--- config.mk ---
export PLATFORM = sky130hd
export DESIGN_NAME = csi2_packet_parser
export DESIGN_NICKNAME = d
export VERILOG_FILES = /design/src/rtl/csi2_packet_parser.sv
export SDC_FILE = /design/constraint.sdc
export NUM_CORES = 1
export LEC_CHECK = 0
export ABC_AREA = 1
export CORE_UTILIZATION = 58
export CTS_BUF_LIST = sky130_fd_sc_hd__clkbuf_4
export DETAILED_ROUTE_END_ITERATION = 10
export PLACE_DENSITY = 0.83
export SYNTH_ARGS = -nofsm -noshare
export SYNTH_HDL_FRONTEND = slang
export SYNTH_SLANG_ARGS = --single-unit
--- constraint.sdc ---
create_clock -name clk -period 1.84 [get_ports clk]
set_input_delay 0.46 -clock clk [delete_from_list [all_inputs] [get_ports clk]]
set_output_delay 0.46 -clock clk [all_outputs]
set_load 0.05 [all_outputs]
--- src/rtl/csi2_packet_parser.sv ---
// CSI-2 single-lane packet layer: decodes DI/WC/ECC headers, emits frame/line
// events and payload bytes, checks long-packet CRC-16 and truncation.
module csi2_packet_parser #(
  parameter bit          CHECK_CRC = 1'b1,
  parameter logic [15:0] MAX_WC    = 16'hFFFF
) (
  input  logic        clk,
  input  logic        resetb,
  input  logic        in_we,
  input  logic [7:0]  in_data,
  output logic        frame_start,
  output logic        frame_end,
  output logic        line_start,
  output logic        line_end,
  output logic        pix_valid,
  output logic [7:0]  pix_data,
  output logic [5:0]  data_type,
  output logic [1:0]  vchan,
  output logic [15:0] word_count,
  output logic [7:0]  ecc,
  output logic        crc_err,
  output logic        len_err,
  output logic [15:0] pkt_count
);
  localparam logic [2:0] S_IDLE  = 3'd0;
  localparam logic [2:0] S_HDR   = 3'd1;
  localparam logic [2:0] S_PAY   = 3'd2;
  localparam logic [2:0] S_CRC   = 3'd3;
  localparam logic [2:0] S_DRAIN = 3'd4;

  logic [2:0]  state_q, state_d;
  logic [1:0]  hdr_cnt_q, hdr_cnt_d;
  logic [15:0] rem_q, rem_d;
  logic [15:0] crc_q, crc_d;
  logic [7:0]  crc_lo_q, crc_lo_d;
  logic        crc_ph_q, crc_ph_d;
  logic [5:0]  dt_q, dt_d;
  logic [1:0]  vc_q, vc_d;
  logic [15:0] wc_q, wc_d;
  logic [7:0]  ecc_q, ecc_d;
  logic [15:0] pkt_q, pkt_d;
  logic        fs_q, fs_d, fe_q, fe_d, ls_q, ls_d, le_q, le_d;
  logic        pv_q, pv_d, cerr_q, cerr_d, lerr_q, lerr_d;
  logic [7:0]  pd_q, pd_d;
  logic [16:0] wc_room;

  // Reflected CRC-16 (0x8408), LSB-first per byte.
  function automatic logic [15:0] crc_step(input logic [15:0] c, input logic [7:0] d);
    logic [15:0] r;
    r = c;
    for (int i = 0; i < 8; i++)
      r = (r[0] ^ d[i]) ? ((r >> 1) ^ 16'h8408) : (r >> 1);
    return r;
  endfunction

  // Borrow out of MAX_WC - WC means WC exceeds the limit.
  assign wc_room = {1'b0, MAX_WC} - {1'b0, wc_q};

  always_comb begin
    state_d   = state_q;
    hdr_cnt_d = hdr_cnt_q;
    rem_d     = rem_q;
    crc_d     = crc_q;
    crc_lo_d  = crc_lo_q;
    crc_ph_d  = crc_ph_q;
    dt_d      = dt_q;
    vc_d      = vc_q;
    wc_d      = wc_q;
    ecc_d     = ecc_q;
    pkt_d     = pkt_q;
    pd_d      = pd_q;
    fs_d      = 1'b0;
    fe_d      = 1'b0;
    ls_d      = 1'b0;
    le_d      = 1'b0;
    pv_d      = 1'b0;
    cerr_d    = 1'b0;
    lerr_d    = 1'b0;
    case (state_q)
      S_IDLE: if (in_we) begin
        vc_d      = in_data[7:6];
        dt_d      = in_data[5:0];
        hdr_cnt_d = 2'd1;
        crc_d     = 16'hFFFF;
        state_d   = S_HDR;
      end
      S_HDR: if (!in_we) begin
        lerr_d  = 1'b1;
        state_d = S_IDLE;
      end else begin
        case (hdr_cnt_q)
          2'd1: begin wc_d[7:0]  = in_data; hdr_cnt_d = 2'd2; end
          2'd2: begin wc_d[15:8] = in_data; hdr_cnt_d = 2'd3; end
          default: begin
            ecc_d = in_data;
            if (dt_q[5:4] == 2'b00) begin
              fs_d    = (dt_q == 6'h00);
              fe_d    = (dt_q == 6'h01);
              ls_d    = (dt_q == 6'h02);
              le_d    = (dt_q == 6'h03);
              pkt_d   = pkt_q + 16'd1;
              state_d = S_DRAIN;
            end else if (wc_room[16]) begin
              lerr_d  = 1'b1;
              state_d = S_DRAIN;
            end else if (wc_q == 16'd0) begin
              crc_ph_d = 1'b0;
              state_d  = S_CRC;
            end else begin
              rem_d   = wc_q;
              state_d = S_PAY;
            end
          end
        endcase
      end
      S_PAY: if (!in_we) begin
        lerr_d  = 1'b1;
        state_d = S_IDLE;
      end else begin
        pv_d  = 1'b1;
        pd_d  = in_data;
        crc_d = crc_step(crc_q, in_data);
        rem_d = rem_q - 16'd1;
        if (rem_q == 16'd1) begin
          crc_ph_d = 1'b0;
          state_d  = S_CRC;
        end
      end
      S_CRC: if (!in_we) begin
        lerr_d  = 1'b1;
        state_d = S_IDLE;
      end else if (!crc_ph_q) begin
        crc_lo_d = in_data;
        crc_ph_d = 1'b1;
      end else begin
        cerr_d  = CHECK_CRC && ({in_data, crc_lo_q} != crc_q);
        pkt_d   = pkt_q + 16'd1;
        state_d = S_DRAIN;
      end
      S_DRAIN: if (!in_we) state_d = S_IDLE;
      default: state_d = S_IDLE;
    endcase
  end

  always_ff @(posedge clk or negedge resetb) begin
    if (!resetb) begin
      state_q   <= S_IDLE;
      hdr_cnt_q <= 2'd0;
      rem_q     <= 16'd0;
      crc_q     <= 16'hFFFF;
      crc_lo_q  <= 8'd0;
      crc_ph_q  <= 1'b0;
      dt_q      <= 6'd0;
      vc_q      <= 2'd0;
      wc_q      <= 16'd0;
      ecc_q     <= 8'd0;
      pkt_q     <= 16'd0;
      pd_q      <= 8'd0;
      fs_q      <= 1'b0;
      fe_q      <= 1'b0;
      ls_q      <= 1'b0;
      le_q      <= 1'b0;
      pv_q      <= 1'b0;
      cerr_q    <= 1'b0;
      lerr_q    <= 1'b0;
    end else begin
      state_q   <= state_d;
      hdr_cnt_q <= hdr_cnt_d;
      rem_q     <= rem_d;
      crc_q     <= crc_d;
      crc_lo_q  <= crc_lo_d;
      crc_ph_q  <= crc_ph_d;
      dt_q      <= dt_d;
      vc_q      <= vc_d;
      wc_q      <= wc_d;
      ecc_q     <= ecc_d;
      pkt_q     <= pkt_d;
      pd_q      <= pd_d;
      fs_q      <= fs_d;
      fe_q      <= fe_d;
      ls_q      <= ls_d;
      le_q      <= le_d;
      pv_q      <= pv_d;
      cerr_q    <= cerr_d;
      lerr_q    <= lerr_d;
    end
  end

  assign frame_start = fs_q;
  assign frame_end   = fe_q;
  assign line_start  = ls_q;
  assign line_end    = le_q;
  assign pix_valid   = pv_q;
  assign pix_data    = pd_q;
  assign data_type   = dt_q;
  assign vchan       = vc_q;
  assign word_count  = wc_q;
  assign ecc         = ecc_q;
  assign crc_err     = cerr_q;
  assign len_err     = lerr_q;
  assign pkt_count   = pkt_q;
endmodule

Word level (Yosys, flattened, before mapping)
Index checks and enable logic that the tools add are counted.
{"block": "word_totals", "register_bits": 109, "input_bits": 11, "out_inout_bits": 63, "word_cells": 168}
{"block": "classes", "add_sub_neg": 3, "eq_ne": 28, "n_mux": 76, "n_bitwise": 18, "reduce_logical": 23}
{"op": "2-to-1 mux 16 bit", "n": 21}
{"op": "case mux 16 bit (2 select lines)", "n": 3}
{"op": "2-to-1 mux 1 bit", "n": 35}
{"op": "2-to-1 mux 3 bit", "n": 10}
{"op": "!= test 2 bit (second input constant)", "n": 13}
{"op": "inverter 2 -> 3 bit", "n": 8}
{"op": "subtractor 16 x 16 -> 17 bit (first input constant)", "n": 1}
{"op": "adder 16 x 1 -> 16 bit (second input constant)", "n": 1}
{"op": "== test 16 x 1 -> 1 bit (second input constant)", "n": 1}
{"op": "logical NOT 16 bit", "n": 1}
{"op": "!= test 16 bit", "n": 1}
{"op": "subtractor 16 x 1 -> 16 bit (second input constant)", "n": 1}
{"op": "case mux 3 bit (5 select lines)", "n": 1}
{"op": "AND reduction 3 bit", "n": 5}
{"op": "== test 6 x 2 -> 1 bit (second input constant)", "n": 2}
{"op": "!= test 3 bit (second input constant)", "n": 4}
{"op": "AND reduction 9 bit", "n": 1}
{"op": "case mux 2 bit (2 select lines)", "n": 2}
{"op": "nonzero test 2 bit", "n": 4}
{"op": "bitwise XOR 1 bit", "n": 8}
{"op": "AND reduction 7 bit", "n": 1}
{"op": "== test 3 x 2 -> 1 bit (second input constant)", "n": 2}
{"op": "== test 6 x 1 -> 1 bit (second input constant)", "n": 1}
{"op": "logical NOT 6 bit", "n": 1}
{"op": "16 further kinds", "n": 20}

Logic depth before layout (Yosys ltp)
Gate-level depths: netlist of the first run.
{"block": "depth", "depth_word": 18, "mapped_depth": 11, "depth_no_buf": 11}

Least setup slack after synthesis of the first run
OpenSTA, ideal clock, no wires.
{"block": "synth_path", "kind": "reg2reg", "from": "register pkt_q[0], in the netlist pkt_count[0]", "to": "register pkt_q[14], in the netlist pkt_count[14]", "setup_ns": 0.120, "arrival_time_ns": 1.716, "setup_slack_ns": 0.004, "stages_incl_launch_ff": 9, "path_buffers": 0, "synth_period_minus_slack_ns": 1.836, "cell_sequence": "dfrtp_1 ha_1 nand3_1 nor3_1 nand3_1 nand2_1 nand2_1 nand2_1 o21ai_2"}
{"block": "synth_via", "elab_chain_len": 5, "word_cells_on_any_way": 7}
{"element": "start, declared", "line": "41", "source": "logic [15:0] pkt_q, pkt_d;"}
{"element": "start signal, assigned", "line": "177", "source": "pkt_q <= pkt_d;"}
{"element": "adder 16 x 1 -> 16 bit *", "line": "101, 137"}
{"element": "2-to-1 mux 16 bit", "line": "96", "source": "if (dt_q[5:4] == 2'b00) begin"}
{"element": "2-to-1 mux 16 bit", "line": "91", "source": "case (hdr_cnt_q)"}
{"element": "2-to-1 mux 16 bit", "line": "87", "source": "S_HDR: if (!in_we) begin"}
{"element": "case mux 16 bit (2 select lines) *", "line": "79", "source": "case (state_q)"}
Mark *: on every way between the ends. The rest lies on a longest branch, timed or not. The select of a mux whose other input is x is not followed.
A chain may end at the register's enable or synchronous reset.

Worst setup path in the final report of the first run
{"block": "layout_path", "from": "register wc_q[3], in the netlist word_count[3]", "to": "output port word_count[3]"}
{"element": "start, declared", "line": "39", "source": "logic [15:0] wc_q, wc_d;"}
{"element": "start signal, assigned", "line": "175", "source": "wc_q <= wc_d;"}
{"element": "end, declared", "line": "19", "source": "output logic [15:0] word_count,"}
No word-level cell between the ends.

==> summary.txt, run 1 <==
Run status
  – Status: finished, violations left
  – Failing checks: design-rule violations

Logic synthesis
  – Post-Syn Area: 5800 µm²
  – Gate Count Post-Synth: 758
  – Seq/Total Area, Yosys: 47.3%
  – Fraction of registers with async set/reset: between 90% and 100%
  – Ys Warns: 0
  – Top_reg_cell synth: dfrtp_1
  – Seq cells post-synth: 109
  – Post-synthesis cell type count: 35
  – Post-synthesis net count: 774
  – EDFF count, synth: 0
  – Synthesized area per cell: 7.66 µm²

Finish
  – Share of layout cells above drive strength 1: 18.9%
  – Area grow syn2layout: 19.7%
  – Final cell count without fillers: 1006
  – Finished Core Util: 71.4%
  – # nets final: 884
  – Register area: 2750 µm²
  – Multi-input combinational cell area: 2610 µm²
  – Antenna diodes: 0
  – Fill count: 781

Placed design
  – Gpl congestion: roughly 0.92
  – Pre-CTS setup slack: -0.190 ns
  – Port Buffer Count: 73
  – # placed instances: 989
  – Post-DP HPWL: between 10000 and 15000 µm

Detailed routing
  – Initial drt markers: 223
  – First-pass DRT Iterations: 8
  – Routed WL per cell: 14.0 µm
  – Vias/cell: 5.25
  – Routed wire length: 14100 µm
  – Antenna viol nets, final: 0
  – Vias: 5284
  – DRC viols: 1

Timing
  – Fin crit share: 91.8%
  – Min Tclk post-route: around 1.7 ns
  – Fin worst setup slack: 0.151 ns
  – Slew at the pin closest to its max-slew limit: 0.458 ns
  – Final hold viol count: 0
  – Final setup fails: 0
  – Worst clock skew: 0.0192 ns
  – Fin. max-slew vios: 0
  – RSZ-0062 raised after global routing: false
  – Slew headroom: a little over two thirds
  – F_max: a little under 600 MHz

Global route
  – Busiest grt layer: met2
  – Met3 GRT Util: 4.86%
  – Met1 Resource Use GR: around two fifths
  – First-pass GRT wire length: between 20000 and 25000 µm
  – Initial antenna violation count: 0
  – GR Overflow Total: 0
  – GRT Util Overall: 29.4%
  – Largest net degree at the start of global routing: 45
  – Met2 GRT Util: 48.0%
  – Vias in the first global route: 5133

Power and ir drop
  – Maximum VDD drop: approximately 0.0015 V
  – P_leak: 3.58 nW
  – P per Cell Area: 1780 nW/µm²

Clocking
  – Post-CTS setup buffer count: 0
  – CTS tree: done
  – CTS Buffer Depth: 2
  – H-tree depth: 3
  – # clock sinks: 109
  – Skew-Pair Late Insertion Delay: 0.48 ns
  – Clk root buf: clkbuf_4
  – Num CTS Buffers: 9
  – Clock-pin slew on the worst setup and hold paths: 0.18 ns

Worst setup path
  – WP data arrival: 1.23 ns
  – Max FO, Critical Path: 3
  – Critical Path Sink Type: output port
  – WP data required: 1.38 ns
  – Critical path type: flop to output port
  – CP Launch Type: flop

Worst hold path
  – Worst hold path class: primary input to asynchronous set/reset pin

Die
  – Initial Util: 59.6%
  – Die Wd: 102 µm
  – Core ar.: 9730 µm²
  – Die Height: around 100 µm
  – Row count: 36
  – I/O pins: 74
  – DIE AREA: 10400 µm²

Run
  – Max-Cap Viols: 0
## cell usage after synthesis, types with 4 or more instances
cell	instances	area (µm²)
nand2_1	253	950
dfrtp_1	93	2330
inv_1	79	297
o21ai_0	64	320
nor2_1	63	236
nand3_1	57	285
xnor2_1	18	158
dfstp_2	16	420
o21ai_1	14	70.1
nor3_1	13	65.1
xor2_1	12	105
nand4_1	9	56.3
o21a_1	7	52.6
o22ai_1	7	43.8
buf_2	6	30.0
buf_6	6	67.6
buf_4	5	37.5
ha_1	5	62.6
a21oi_1	4	20.0
## worst max-delay path: stages, from the launching register on
cell and delay (ns):
dfrtp_1 0.42, buf_4 0.16, buf_4 0.19
## flip-flops by register name, indices dropped and copies added, names as in the netlist
signal       flops
crc_err          1
crc_lo_q         8
crc_ph_q         1
crc_q           16
data_type        6
ecc              8
frame_end        1
frame_start      1
hdr_cnt_q        2
len_err          1
line_end         1
line_start       1
pix_data         8
pix_valid        1
pkt_count       16
rem_q           16
state_q          3
vchan            2
word_count      16
## where the power goes
group          switching, mW  internal [mW]  total [mW]
combinational           4.50           2.33        6.83
clock                  0.844          0.318        1.16
sequential             0.953           3.40        4.35
total                   6.30           6.04        12.3
## cell type report
type	instances	share of cell area [%]
inverter	82	4.47
timing repair buffer	119	14.1
tap	133	2.40
clock buffer	10	1.08
clock inverter	6	0.757
sequential	109	39.6
multi-input combinational	547	37.6
## final timing paths
path	slack (ns)	endpoint	depth (start not counted)	from
max reg2reg	0.17	pkt_count[7]$_DFFE_PN0P_	9	hdr_cnt_q[0]$_DFFE_PN0P_
max in group asynchronous	0.79	crc_q[2]$_DFFE_PN1P_	3	resetb
min in group clk	0.51	ecc[2]$_DFFE_PN0P_	2	ecc[2]$_DFFE_PN0P_
min reg2reg	0.51	ecc[2]$_DFFE_PN0P_	2	ecc[2]$_DFFE_PN0P_
min	0.45	rem_q[12]$_DFFE_PN0P_	2	resetb
max	0.15	word_count[3]	2	word_count[3]$_DFFE_PN0P_
## layout by cell type, fill, tap and decap left out, types with 3 or more instances in the layout
master	count
nor3_1	13
buf_12	5
nor2_1	62
nand4_1	9
clkbuf_4	10
a21oi_1	4
o22ai_1	7
xor2_1	12
nor2_2	3
inv_6	3
o21ai_0	63
or2_2	3
xnor2_1	18
nand2_2	4
dfrtp_1	92
nand3_1	56
dfstp_2	16
inv_1	79
o21ai_2	3
ha_1	5
o21a_1	7
o21ai_1	15
buf_4	104
nand2_1	252
clkdlybuf4s50_1	9
## cell families after synthesis
logic type	synth area share, %
XOR/XNOR	4.53
adder cells (fa/ha/maj)	1.08
AO/OA/AOI/OAI	9.72
buffers and inverters	7.85
flip-flops	47.3
AND/OR/NAND/NOR	29.5
## metal layers
layer / vias to the layer above / routed length, µm
li1: 2622 / -
met1: 2483 / 6330
met2: 155 / 6650
met3: 24 / 777
met4: 0 / 296
met5: - / 0
## metrics by stage
stage / setup TNS [ns] / power [mW] / cell area (µm²) / hold WS (ns)
floorplan: 0 / 9.03 / 5800 / 0.164
CTS: 0 / 12.3 / 6930 / 0.450
finish: 0 / 12.3 / 6940 / 0.454
detailed placement: -8.26 / 11.1 / 6790 / 0.437
global placement: -3.53 / 10.9 / 6790 / 0.441
global route: 0 / 13.3 / 6940 / 0.481
## what timing repair did
item                                    4_1_cts  5_1_grt
gates resized for setup                       0        7
endpoints found under the setup margin        0       19
endpoints found under the hold margin        21        0
hold buffers                                  1        0
No activity file was read; power rests on OpenSTA's default activity.
==> run 2: changes to the inputs <==
CORE_MARGIN = 2   (was default)
==> run 2 against run 1 <==
The run now ends clean. Routed wire length rose by 1.7%. Clock skew shrank 0.0057 ns. Via count grew 0.68%. Sequential power barely moved. Total power grew 1.3%. Critical endpoint is now pkt_count[12]$_DFFE_PN0P_. Sequential cell count unchanged. Core utilization rose by 0.23 points. Clock power up 18%. Cell area increased by 0.32%. First-iteration DRC count rose by 62%. Sequential share of layout area shrank 0.13 points.
==> summary.txt, run 2 (synthesis results as in run 1) <==
Run status
  – Status: complete, no violations

Finish
  – Most common cell after layout, fill and taps aside: nand2_1
  – Area grow syn2layout: 20.1%
  – Multi-input combinational cell area: 2600 µm² (-0.29%)
  – Register area: 2750 µm² (unchanged)
  – Antenna diodes: 0 (unchanged)
  – # nets final: 886 (+0.23%)
  – Share of layout cells above drive strength 1: 18.9% (-0.043 points)
  – Most frequent cells in the layout: nand2_1 (253), buf_4 (108), dfrtp_1 (92)
  – Fill count: 801 (+2.6%)
  – Final cell count without fillers: 1008 (+0.20%)

Worst setup path
  – WP data required: 2.24 ns (+0.86 ns)
  – Critical path type: flop to flop
  – Critical Path Sink Type: flop
  – Max FO, Critical Path: 7 (+4)
  – CP Launch Type: flop
  – WP data arrival: 2.12 ns (+0.89 ns)

Timing
  – Fin. max-slew vios: 0 (unchanged)
  – Hold Slack: 0.393 ns (-0.0610 ns)
  – Slew headroom: 62.9% (-6.6 points)
  – Min Tclk post-route: 1.72 ns (+0.0313 ns)
  – Fin crit share: 93.5% (+1.7 points)
  – Worst clock skew: 0.0135 ns (-0.00573 ns)
  – RSZ-0062 raised after global routing: false
  – Final setup fails: 0 (unchanged)
  – F_max: 581 MHz (-1.8%)
  – Final hold viol count: 0 (unchanged)
  – Slew at the pin closest to its max-slew limit: 0.553 ns (+0.0950 ns)

Detailed routing
  – Vias/cell: 5.28 (+0.48%)
  – Vias: 5320 (+0.68%)
  – First-pass DRT Iterations: 5 (-3)
  – Antenna viol nets, final: 0 (unchanged)
  – Routed wire length: 14300 µm (+1.7%)
  – Initial drt markers: 362 (+62%)
  – DRC viols: 0 (-1)
  – Routed WL per cell: 14.2 µm (+1.5%)

Global route
  – GRT Util Overall: 27.4% (-2.0 points)
  – First-pass GRT wire length: 23900 µm (+0.21%)
  – Largest net degree at the start of global routing: 39 (-13%)
  – Vias in the first global route: 4989 (-2.8%)
  – GR Overflow Total: 0 (unchanged)
  – Initial antenna violation count: 0 (unchanged)

Die
  – Row count: 36 (unchanged)
  – Die Wd: 104 µm (+2.0%)
  – Die Height: 104 µm (+2.0%)
  – Initial Util: 59.6% (unchanged)
  – DIE AREA: 10800 µm² (+4.0%)
  – Core ar.: 9730 µm² (unchanged)
  – I/O pins: 74 (unchanged)

Clocking
  – Clock-pin slew on the worst setup and hold paths: 0.19 ns (about the same)
  – Num CTS Buffers: 9 (unchanged)
  – Post-CTS setup buffer count: 0 (unchanged)
  – H-tree depth: 3 (unchanged)
  – CTS Buffer Depth: 2 (unchanged)
  – CTS tree: done
  – # clock sinks: 109 (unchanged)
  – Skew-Pair Late Insertion Delay: 0.50 ns (+0.02 ns)
  – Clk root buf: clkbuf_4

Power and ir drop
  – P per Cell Area: 1790 nW/µm² (+0.94%)
  – Power Total: 12.5 mW (+1.3%)
  – Maximum VDD drop: 0.00148 V (-3.3%)
  – P_leak: 3.61 nW (+0.66%)

Placed design
  – Port Buffer Count: 73 (unchanged)
  – Gpl congestion: 0.899 (-2.6%)
  – Post-DP HPWL: 10700 µm (+1.7%)
  – # placed instances: 991 (+0.20%)

Worst hold path
  – Worst hold path class: primary input to asynchronous set/reset pin

Run
  – Max-Cap Viols: 0 (unchanged)
-- run 2: cell count changes in the layout (fill, tap and decap cells not counted) --
cell / delta
buf_4: +4
buf_12: -2
clkinv_8: +2
clkinvlp_4: -2
bufinv_16: +1
clkbuf_4: -1
nand2_1: +1
nand2_2: -1
nand3_1: +1
nand3_2: -1
o21ai_0: +1
o21ai_1: -1
-- run 2: through the flow --
step	setup TNS (ns)	util (%)	setup WS, ns	instance area, µm²
final	0	71.6	0.119	6970
after global routing	0	71.6	0.0131	6970
after detailed placement	-6.68	69.7	-0.175	6780
after global placement	-2.93	69.7	-0.111	6780
after floorplan	0	-	0.00379	5800
after CTS	0	71.5	0.109	6960
-- run 2: critical path: stages (launching register included) --
cell	delay, ns
dfrtp_1	0.40
inv_1	0.07
ha_1	0.34
nand2_1	0.13
nand3_1	0.13
nand3_1	0.15
inv_2	0.09
buf_4	0.17
o21ai_1	0.07
nand2_1	0.06
-- run 2: timing repair --
action / in CTS / in global routing
endpoints found under the setup margin: 0 / 3
hold buffers: 1 / 0
resized for setup: 0 / 4
endpoints found under the hold margin: 22 / 0
-- run 2: path summary, 6_finish.rpt --
kind	start	to	slack, ns	cells after the start
setup / recovery	hdr_cnt_q[0]$_DFFE_PN0P_	pkt_count[12]$_DFFE_PN0P_	0.12	9
hold / removal	resetb	rem_q[7]$_DFFE_PN0P_	0.39	2
setup reg to reg	hdr_cnt_q[0]$_DFFE_PN0P_	pkt_count[12]$_DFFE_PN0P_	0.12	9
hold reg to reg	ecc[7]$_DFFE_PN0P_	ecc[7]$_DFFE_PN0P_	0.52	2
max in group asynchronous	resetb	crc_q[3]$_DFFE_PN1P_	0.84	3
min in group clk	ecc[7]$_DFFE_PN0P_	ecc[7]$_DFFE_PN0P_	0.52	2
-- run 2: where the power goes --
group          internal (mW)  switching (mW)
sequential              3.40           0.944
combinational           2.29            4.50
clock                  0.461           0.908
total                   6.15            6.35
-- run 2: per-layer routing --
metal / GRT usage [%] / vias to the layer above / share of wire (%)
li1: - / 2633 / -
met1: 37.8 / 2503 / 45
met2: 45.3 / 164 / 48
met3: 3.45 / 20 / 5.2
met4: 8.69 / 0 / 1.4
met5: 0 / - / 0
-- run 2: area by class of cell --
| class | instances | share of cell area [%] |
|---|---|---|
| Multi-Input combinational cell | 547 | 37.4 |
| Tap cell | 133 | 2.39 |
| Inverter | 82 | 4.45 |
| Sequential cell | 109 | 39.5 |
| Clock inverter | 7 | 1.44 |
| Clock buffer | 9 | 0.970 |
| Timing Repair Buffer | 121 | 13.9 |
==> run 3: changes to the inputs <==
CORE_UTILIZATION = 55   (was 58)
MAX_ROUTING_LAYER = met4   (was default)
PLACE_DENSITY = 0.79   (was 0.83)
==> run 3 against run 2 <==
Hold slack improved by 0.047 ns. Combinational power increased by 0.7%. Sequential cell count unchanged. Clock skew down 0.0030 ns. Maximum frequency is 0.51% higher. First-iteration DRC count fell by 27%. Routed wire length increased by 0.88%. Cell area shrank 0.27%. Total power fell by 1.1%. Clock-buffer cell count increased by 1. Die area is 5.2% higher. Non-clock buffer count shrank 3. Largest power group unchanged. Highest routed layer unchanged.
==> summary.txt, run 3 (synthesis results as in run 1) <==
Run status
  – Status: complete, no violations

Worst setup path
  – R2r setup slk: 0.13 ns (about the same)
  – Most frequent CP cell: inv_1
  – CP Launch Type: flop
  – CP max-delay cell: dfrtp_1
  – Worst setup startpoint: hdr_cnt_q[0]$_DFFE_PN0P_
  – Max FO, Critical Path: 19 (+12)
  – Worst R2R End: rem_q[1]$_DFFE_PN0P_
  – CP Cell Sequence: inv_1 -> ha_1 -> nand2_1 -> nand3_1 -> nand3_2 -> inv_1 -> nand2_4 -> o21ai_0
  – Slowest Stage Delay on Critical Path: 0.39 ns (about the same)
  – Reg2Reg Launch Point: hdr_cnt_q[0]$_DFFE_PN0P_
  – Critical path type: flop to flop
  – WP data arrival: 2.11 ns (about the same)
  – R2R cell count: 8 (-1)
  – WP data required: 2.24 ns (about the same)
  – Critical Path Sink Type: flop

Die
  – Die Height: 107 µm (+2.6%)
  – Core ar.: 10300 µm² (+5.6%)
  – I/O pins: 74 (unchanged)
  – Die Wd: 107 µm (+2.6%)
  – DIE AREA: 11400 µm² (+5.2%)
  – Row count: 37 (+2.8%)
  – Initial Util: 56.5% (-3.2 points)

Finish
  – # nets final: 883 (-0.34%)
  – Most frequent cells in the layout: nand2_1 (253), buf_4 (103), dfrtp_1 (92)
  – Most common cell after layout, fill and taps aside: nand2_1
  – Area grow syn2layout: 19.7%
  – Antenna diodes: 0 (unchanged)
  – Share of layout cells above drive strength 1: 18.8% (-0.050 points)

Detailed routing
  – DRC viols: 0 (unchanged)
  – Routed WL per cell: 14.3 µm (+0.88%)
  – First-pass DRT Iterations: 5 (unchanged)
  – Initial drt markers: 265 (-27%)
  – Vias/cell: 5.27 (-0.11%)
  – Antenna viol nets, final: 0 (unchanged)
  – Routed wire length: 14400 µm (+0.88%)
  – Vias: 5314 (-0.11%)

Timing
  – Final hold viol count: 0 (unchanged)
  – Slew at the pin closest to its max-slew limit: 0.477 ns (-0.0757 ns)
  – Fin. max-slew vios: 0 (unchanged)
  – Slew headroom: 67.9% (+5.0 points)
  – Worst clock skew: 0.0105 ns (-0.00305 ns)
  – Fin crit share: 93.0% (-0.47 points)
  – TNS Setup: 0 ns (unchanged)
  – F_max: 584 MHz (+0.51%)
  – Min Tclk post-route: 1.71 ns (-0.00872 ns)
  – RSZ-0062 raised after global routing: false
  – Final setup fails: 0 (unchanged)

Placed design
  – Post-DP HPWL: 10800 µm (+0.97%)
  – Port Buffer Count: 73 (unchanged)
  – Gpl congestion: 0.901 (+0.12%)

Clocking
  – CTS Buffer Depth: 2 (unchanged)
  – # clock sinks: 109 (unchanged)
  – Clock-pin slew on the worst setup and hold paths: 0.17 ns (-0.02 ns)
  – Clk root buf: clkbuf_4
  – Post-CTS setup buffer count: 0 (unchanged)
  – Num CTS Buffers: 9 (unchanged)
  – H-tree depth: 3 (unchanged)
  – CTS tree: done
  – Skew-Pair Late Insertion Delay: 0.48 ns (-0.02 ns)

Power and ir drop
  – P_leak: 3.59 nW (-0.61%)
  – Maximum VDD drop: 0.00115 V (-22%)
  – Power Total: 12.4 mW (-1.1%)
  – P per Cell Area: 1780 nW/µm² (-0.81%)

Run
  – Max-Cap Viols: 0 (unchanged)

Global route
  – Initial antenna violation count: 0 (unchanged)
  – Vias in the first global route: 5139 (+3.0%)
  – GRT Util Overall: 27.4% (+0.064 points)
  – First-pass GRT wire length: 24200 µm (+1.4%)
  – GR Overflow Total: 0 (unchanged)
  – Largest net degree at the start of global routing: 31 (-21%)

Worst hold path
  – Worst hold path class: primary input to asynchronous set/reset pin
-- run 3: worst max-delay path by stage --
stage / end / slack (ns)
CTS: rem_q[14]$_DFFE_PN0P_ / 0.11
global placement: vchan[0]$_DFFE_PN0P_ / -0.07
floorplan: pkt_count[14]$_DFFE_PN0P_ / 0.004
finish: rem_q[1]$_DFFE_PN0P_ / 0.13
global route: rem_q[1]$_DFFE_PN0P_ / 0.009
detailed placement: data_type[1]$_DFFE_PN0P_ / -0.18
-- run 3: per-stage QoR --
| stage | cells | instance area, µm² | setup slack [ns] | util [%] | hold slack, ns |
|---|---|---|---|---|---|
| 3_5_place_dp | 991 | 6790 | -0.177 | 66.1 | 0.432 |
| 2_1_floorplan | 758 | 5800 | 0.00379 | - | 0.164 |
| 6_report | 1008 | 6950 | 0.128 | 67.6 | 0.440 |
| 4_1_cts | 1008 | 6930 | 0.105 | 67.4 | 0.430 |
| 3_3_place_gp | 991 | 6790 | -0.0746 | 66.1 | 0.420 |
| 5_1_grt | 1008 | 6950 | 0.00947 | 67.6 | 0.451 |
-- run 3: critical path, delay by kind of cell, from the launching register on --
| family | cells | cell delay, ns |
|---|---|---|
| compound gates | 1 | 0.21 |
| fa+ha+maj | 1 | 0.36 |
| simple gates | 4 | 0.50 |
| buf+inv | 2 | 0.17 |
| flops | 1 | 0.39 |
-- run 3: layout make-up --
type / instances / area [µm²]
inverter: 82 / 313
fill: 876 / 3330
sequential: 109 / 2750
clock buffer: 10 / 75.1
timing repair buffer: 118 / 973
multi-input combinational: 547 / 2610
clock inverter: 6 / 55.1
tap: 136 / 170
-- run 3: power by group --
group          internal (mW)  switching [mW]
Combinational           2.33            4.51
Clock                  0.324           0.848
Sequential              3.40           0.952
-- run 3: layer usage --
layer / global-route usage, % / vias to the layer above / part of all wire, %
li1: - / 2629 / -
met3: 3.16 / 22 / 4.2
met1: 36.5 / 2522 / 46
met5: - / - / 0
met4: 9.28 / 0 / 1.7
met2: 44.2 / 141 / 48
-- run 3: timing repair --
| item | CTS | global route |
|---|---|---|
| gates resized for setup | 0 | 8 |
| hold buffers | 1 | 0 |
| hold endpoints to repair | 23 | 0 |
| setup endpoints to repair | 0 | 14 |
